===== src/rtl/deadlock_mon_pkg.sv =====
// Shared definitions for the dataflow deadlock monitor hierarchy.
// Holds the stall-vector widths, the watchdog state encoding and the snapshot record.
package deadlock_mon_pkg;

    localparam int unsigned AXIS_N = 12;
    localparam int unsigned IDLE_N = 6;
    localparam int unsigned BLK_N  = 3;

    typedef enum logic [1:0] {
        IDLE,
        ARMING,
        TRIPPED
    } dlw_state_t;

    typedef struct packed {
        logic [AXIS_N-1:0] axis;
        logic [IDLE_N-1:0] idle;
        logic [BLK_N-1:0]  blk;
    } dlw_snap_t;

endpackage


===== src/rtl/dlw_sat_counter.sv =====
// Saturating up-counter with synchronous clear; clear wins over increment.
module dlw_sat_counter #(
    parameter int unsigned WIDTH = 8
) (
    input  logic             clock,
    input  logic             reset_n,
    input  logic             clr,
    input  logic             inc,
    output logic [WIDTH-1:0] count
);

    logic [WIDTH-1:0] count_q;
    logic [WIDTH-1:0] count_d;

    always_comb begin
        count_d = count_q;
        if (clr) begin
            count_d = '0;
        end else if (inc && (count_q != '1)) begin
            count_d = count_q + 1'b1;
        end
    end

    always_ff @(posedge clock or negedge reset_n) begin
        if (!reset_n) begin
            count_q <= '0;
        end else begin
            count_q <= count_d;
        end
    end

    assign count = count_q;

endmodule


===== src/rtl/deadlock_watchdog.sv =====
// Qualifies the registered deadlock verdict over a programmable run length, then latches a
// sticky flag, a snapshot of the stall vectors and the cycle timestamp of the tripping sample.
module deadlock_watchdog #(
    parameter int unsigned THRESH_W = 16,
    parameter int unsigned TS_W     = 32,
    parameter int unsigned EVT_W    = 8,
    parameter int unsigned AXIS_N   = deadlock_mon_pkg::AXIS_N,
    parameter int unsigned IDLE_N   = deadlock_mon_pkg::IDLE_N,
    parameter int unsigned BLK_N    = deadlock_mon_pkg::BLK_N
) (
    input  logic                clock,
    input  logic                reset_n,
    input  logic                block,
    input  logic [AXIS_N-1:0]   axis_block_sigs,
    input  logic [IDLE_N-1:0]   inst_idle_sigs,
    input  logic [BLK_N-1:0]    inst_block_sigs,
    input  logic [THRESH_W-1:0] threshold,
    input  logic                clear,
    output logic                deadlock,
    output logic                deadlock_pulse,
    output logic [AXIS_N-1:0]   snap_axis,
    output logic [IDLE_N-1:0]   snap_idle,
    output logic [BLK_N-1:0]    snap_block,
    output logic [TS_W-1:0]     trip_time,
    output logic [THRESH_W-1:0] run_cycles,
    output logic [EVT_W-1:0]    event_count
);

    import deadlock_mon_pkg::*;

    dlw_state_t          state_q;
    dlw_state_t          state_d;
    logic [THRESH_W-1:0] thr_eff;
    logic [THRESH_W-1:0] thr_last;
    logic                run_clr;
    logic                run_inc;
    logic                trip;
    logic                pulse_q;
    logic [AXIS_N-1:0]   snap_axis_q;
    logic [IDLE_N-1:0]   snap_idle_q;
    logic [BLK_N-1:0]    snap_block_q;
    logic [TS_W-1:0]     trip_time_q;
    logic [TS_W-1:0]     ts_q;

    // A zero threshold behaves as one so a single high sample still trips.
    always_comb begin
        thr_eff  = (threshold == '0) ? THRESH_W'(1) : threshold;
        thr_last = thr_eff - THRESH_W'(1);
    end

    always_ff @(posedge clock or negedge reset_n) begin
        if (!reset_n) begin
            state_q <= IDLE;
        end else begin
            state_q <= state_d;
        end
    end

    always_comb begin
        state_d = state_q;
        unique case (state_q)
            IDLE: begin
                if (!clear && block) begin
                    state_d = (thr_eff == THRESH_W'(1)) ? TRIPPED : ARMING;
                end
            end
            ARMING: begin
                if (clear || !block) begin
                    state_d = IDLE;
                end else if (run_cycles >= thr_last) begin
                    state_d = TRIPPED;
                end
            end
            TRIPPED: begin
                if (clear) begin
                    state_d = IDLE;
                end
            end
            default: state_d = IDLE;
        endcase
    end

    always_comb begin
        trip    = (state_q != TRIPPED) && (state_d == TRIPPED);
        run_inc = !clear && block && (state_q != TRIPPED);
        run_clr = clear || ((state_q == ARMING) && !block);
    end

    dlw_sat_counter #(
        .WIDTH (THRESH_W)
    ) u_run_counter (
        .clock   (clock),
        .reset_n (reset_n),
        .clr     (run_clr),
        .inc     (run_inc),
        .count   (run_cycles)
    );

    dlw_sat_counter #(
        .WIDTH (EVT_W)
    ) u_event_counter (
        .clock   (clock),
        .reset_n (reset_n),
        .clr     (1'b0),
        .inc     (trip),
        .count   (event_count)
    );

    // Snapshot and timestamp come from the very sample that causes the trip.
    always_ff @(posedge clock or negedge reset_n) begin
        if (!reset_n) begin
            pulse_q      <= 1'b0;
            snap_axis_q  <= '0;
            snap_idle_q  <= '0;
            snap_block_q <= '0;
            trip_time_q  <= '0;
            ts_q         <= '0;
        end else begin
            pulse_q <= trip;
            ts_q    <= ts_q + 1'b1;
            if (trip) begin
                snap_axis_q  <= axis_block_sigs;
                snap_idle_q  <= inst_idle_sigs;
                snap_block_q <= inst_block_sigs;
                trip_time_q  <= ts_q;
            end
        end
    end

    assign deadlock       = (state_q == TRIPPED);
    assign deadlock_pulse = pulse_q;
    assign snap_axis      = snap_axis_q;
    assign snap_idle      = snap_idle_q;
    assign snap_block     = snap_block_q;
    assign trip_time      = trip_time_q;

endmodule


===== config.mk =====
export PLATFORM = sky130hd
export DESIGN_NAME = deadlock_watchdog
export DESIGN_NICKNAME = d
export VERILOG_FILES = /design/src/rtl/deadlock_mon_pkg.sv /design/src/rtl/dlw_sat_counter.sv /design/src/rtl/deadlock_watchdog.sv
export SDC_FILE = /design/constraint.sdc
export NUM_CORES = 1
export LEC_CHECK = 0
export CAP_MARGIN = 5
export CORE_MARGIN = 4
export CORE_UTILIZATION = 51
export DETAILED_ROUTE_END_ITERATION = 6
export PLACE_DENSITY = 0.8
export SETUP_SLACK_MARGIN = 0.1
export SYNTH_ARGS = -nofsm -noshare
export SYNTH_HDL_FRONTEND = slang
export SYNTH_SLANG_ARGS = --single-unit

===== constraint.sdc =====
create_clock -name clock -period 3 [get_ports clock]
set_clock_uncertainty 0.2 [all_clocks]
set_input_delay 0.9 -clock clock [delete_from_list [all_inputs] [get_ports clock]]
set_output_delay 0.9 -clock clock [all_outputs]
set_load 0.01 [all_outputs]

==> flow_summary.rst <==
.. list-table::
   :header-rows: 1

   * - Metric
     - Value
   * - Final worst-path cycle share
     - 146%
   * - Chip width
     - 110 µm
   * - Worst path most repeated cell
     - sky130_fd_sc_hd__buf_12
   * - Met2 wire length
     - 7060 µm
   * - Synthesis warning total
     - 0
   * - Crit path largest cell delay
     - 0.38 ns
   * - Post-Route WL
     - 14,200 µm
   * - Leakage power total
     - 0.00363 µW
   * - Number of port buffers
     - 119
   * - Post-synth EDFFs
     - 0
   * - Top cell type's share of synthesized area
     - 52.4%
   * - Ports placed on the boundary
     - 120
   * - Cells taking the most area after synthesis
     - sky130_fd_sc_hd__dfrtp_1 52%, sky130_fd_sc_hd__mux2_2 11%, sky130_fd_sc_hd__ha_1 4.9%
   * - Setup repair after global routing missed its margin
     - yes
   * - Routed via count divided by cell count
     - 5.35
   * - Number of max-slew violations in the final report
     - 0
   * - Fraction of final layout cells sized beyond drive strength 1
     - 29.7%
   * - Worst path cell trace
     - buf_6 > nor4_4 > and4_4 > a21o_1 > inv_2 > ha_4 > buf_4 > nand2_1 > nor3_1 > xnor2_1 > ha_1 > nand2_1 > nor4_2 > a22oi_2 > a311oi_4 > buf_12 > buf_12 > buf_12 > nand4_1 > mux2_4
   * - CP required
     - 3.07 ns
   * - Initial antenna violation count
     - 0
   * - Sort of element at the start of the critical path
     - input pin
   * - Largest net degree at the start of global routing
     - 45
   * - Sinks on the clock net
     - 112
   * - Final estimated routing congestion in global placement
     - 0.879
   * - Result of the run
     - finished, violations left
   * - Routed via count
     - 4,239
   * - Number of hold buffers added after cts
     - 0
   * - Top cell type by total area after synthesis
     - sky130_fd_sc_hd__dfrtp_1
   * - Setup slack at placement
     - -1.91 ns
   * - Syn nets
     - 516
   * - Number of antenna-violating nets in the routed design
     - 0
   * - Inserted Clock Buffers
     - 9
   * - Sum of overflow across all layers after global routing
     - 0
   * - CTS max path bufs
     - 2
   * - Buffer cell driving the clock tree root
     - sky130_fd_sc_hd__clkbuf_8
   * - Area added between synthesis and finish
     - 49.8%
   * - Max-cap violations
     - 0
   * - Top routing layer used
     - met4
   * - Violations in the final reports
     - negative setup slack
   * - Relative slew margins
     - 54.9%
   * - Count of routing violations after the opening detailed-route iteration
     - 234
   * - Finish-stage setup viols
     - 64
   * - Hold WC Path Type
     - flip-flop to flip-flop
   * - Clock-pin slew reported for the worst setup and hold paths after clock tree synthesis
     - 0.11 ns
   * - Wire length of the first global-routing pass
     - 22,900 µm
   * - Via count of the first global-routing pass
     - 4,411
   * - Detailed route wirelength on metal3
     - 736 µm
   * - Height of the chip
     - 110 µm
   * - Crit. End Element
     - flip-flop
   * - Final-layout fill cell count
     - 643
   * - Arrival time at the worst endpoint
     - 4.44 ns
   * - Cell with the biggest individual delay on the critical path
     - sky130_fd_sc_hd__a311oi_4
   * - Average routed wire per standard cell
     - 17.9 µm
   * - Slew at the pin closest to its max-slew limit
     - 0.670 ns
   * - Primary FF master, synth
     - sky130_fd_sc_hd__dfrtp_1
   * - Final Worst Setup Slack
     - -1.37 ns
   * - Worst skew pair latency
     - 0.37 ns
   * - Highest ir drop seen on vdd
     - 0.000295 V
   * - H-tree level count
     - 3
   * - # DRC
     - 0
   * - Async SR Flop Fraction
     - 100%
   * - Cell area after technology mapping
     - 5350 µm²
   * - Crit Path Class
     - input pin to flip-flop
   * - Final worst path period need
     - 4.37 ns
   * - CTS tree
     - built
   * - Max FO, Critical Path
     - 4
   * - Hold WS
     - 0.278 ns
   * - Total iterations of the first detailed-routing run
     - 4
   * - Antenna diodes
     - 0
   * - Power per unit of standard cell area
     - 412 nW/µm²
   * - Overall die area
     - 12,200 µm²
   * - Post-route met1 wirelength
     - 6080 µm
   * - Flop and latch count out of synthesis
     - 112
   * - Power consumption
     - 3310 µW
   * - Count of distinct cell types in the synthesized netlist
     - 45
   * - # rows
     - 37
   * - Average cell area after synthesis
     - 11.8 µm²
   * - Syn Inst Count
     - 454
   * - Share of the yosys chip area belonging to registers
     - 52.4%
   * - Overall routing resource usage
     - 23.0%
   * - Final count of hold timing violations
     - 0
   * - Fin nets
     - 715
   * - Placeable core region
     - 10,300 µm²
   * - Initial standard-cell utilization of the core
     - 52.1%
   * - Detailed placement HPWL
     - 9370 µm
   * - Highest clock rate
     - 0.229 GHz
[path summary, 6_finish.rpt]
kind / slack (ns) / startpoint / cells past startpoint / endpoint
max in group asynchronous: 1.64 / reset_n / 2 / u_run_counter.count[6]$_DFFE_PN0P_
max reg2reg: 0.05 / u_run_counter.count[15]$_DFFE_PN0P_ / 10 / u_event_counter.count[6]$_DFFE_PN0P_
max: -1.37 / threshold[5] / 20 / u_event_counter.count[6]$_DFFE_PN0P_
min reg2reg: 0.28 / ts_q[31]$_DFF_PN0_ / 1 / ts_q[31]$_DFF_PN0_
min in group asynchronous: 0.30 / reset_n / 1 / u_event_counter.count[4]$_DFFE_PN0P_
min: 0.28 / ts_q[31]$_DFF_PN0_ / 1 / ts_q[31]$_DFF_PN0_
[placed cells by master (no fill, tap or decap), drive strengths merged, types with 4 or more instances in the layout]
cell type / count
a21oi: 11
and2: 4
and3: 12
and4: 4
buf: 87
clkbuf: 12
clkdlybuf4s15: 5
clkdlybuf4s50: 102
dfrtp: 112
dlygate4sd2: 4
ha: 21
inv: 12
mux2: 55
nand2: 31
nand3: 20
nand4: 15
nor2: 37
nor3: 6
nor4: 6
o21ai: 7
or3: 6
xnor2: 26
xor2: 30
[per-layer routing]
| metal | vias to the layer above | global-route usage (%) |
|---|---|---|
| li1 | 1995 | - |
| met1 | 2096 | 30.1 |
| met2 | 124 | 37.1 |
| met3 | 24 | 5.81 |
| met4 | 0 | 8.13 |
| met5 | - | 0 |
[where the power goes]
| part | leakage (µW) | internal [µW] | switching (µW) |
|---|---|---|---|
| logic | 0.00205 | 440 | 268 |
| registers | 0.00149 | 1620 | 83.6 |
| clock network | 0.0000900 | 388 | 505 |
| total | 0.00363 | 2450 | 856 |
[sequential cells by signal, indices dropped and copies added (netlist names)]
signal,count
u_event_counter.count,8
snap_axis,12
deadlock_pulse,1
snap_block,3
snap_idle,6
u_run_counter.count,16
state_q,2
trip_time,32
ts_q,32
[repair_timing]
item                                    CTS  global route
endpoints found under the setup margin   64            64
hold endpoints to repair                  0             0
pin swaps                                24            31
resized for setup                       106            29
gates cloned                              4             0
buffers inserted                         16            12
[kinds of logic after synthesis]
group / synth area share [%]
flip-flops: 52.4
adder cells (fa/ha/maj): 4.91
buffers and inverters: 2.45
AO/OA/AOI/OAI: 4.30
AND/OR/NAND/NOR: 15.1
XOR/XNOR: 9.16
multiplexers: 11.8
[per-stage QoR]
step                util [%]  TNS [ns]  area (µm²)  cells
global placement        69.8   -107.84        7170    747
detailed placement      69.8   -117.17        7170    747
floorplan                  -    -75.02        5470    454
global route            78.0    -91.44        8020    793
CTS                     76.3    -73.44        7840    782
finish                  78.0    -82.03        8020    793
[synth_stat cells, drive strengths merged (6+ instances only)]
cell   count
nand3     20
nand4     15
nand2     31
xor2      30
ha        21
inv       11
or3        6
o21ai      7
a21oi     11
and3      12
mux2      55
nor2      37
nor4       6
buf        7
xnor2     26
dfrtp    112
nor3       6
[area by class of cell]
| class | count | area [µm²] | area share (%) |
|---|---|---|---|
| inverter | 11 | 41.3 | 0.515 |
| tap | 136 | 170 | 2.12 |
| timing repair buffer | 199 | 2020 | 25.2 |
| sequential | 112 | 2800 | 35.0 |
| clock inverter | 4 | 55.1 | 0.687 |
| clock buffer | 11 | 131 | 1.64 |
| multi-input combinational | 320 | 2790 | 34.8 |
[critical path: cells and delay by family]
kind / cells / cell delay (ns)
simple gates: 7 / 1.28
buf+inv: 6 / 0.68
compound gates: 3 / 0.67
mux: 1 / 0.32
fa+ha+maj: 2 / 0.45
xor+xnor: 1 / 0.14
No activity file was read; power rests on OpenSTA's default activity.
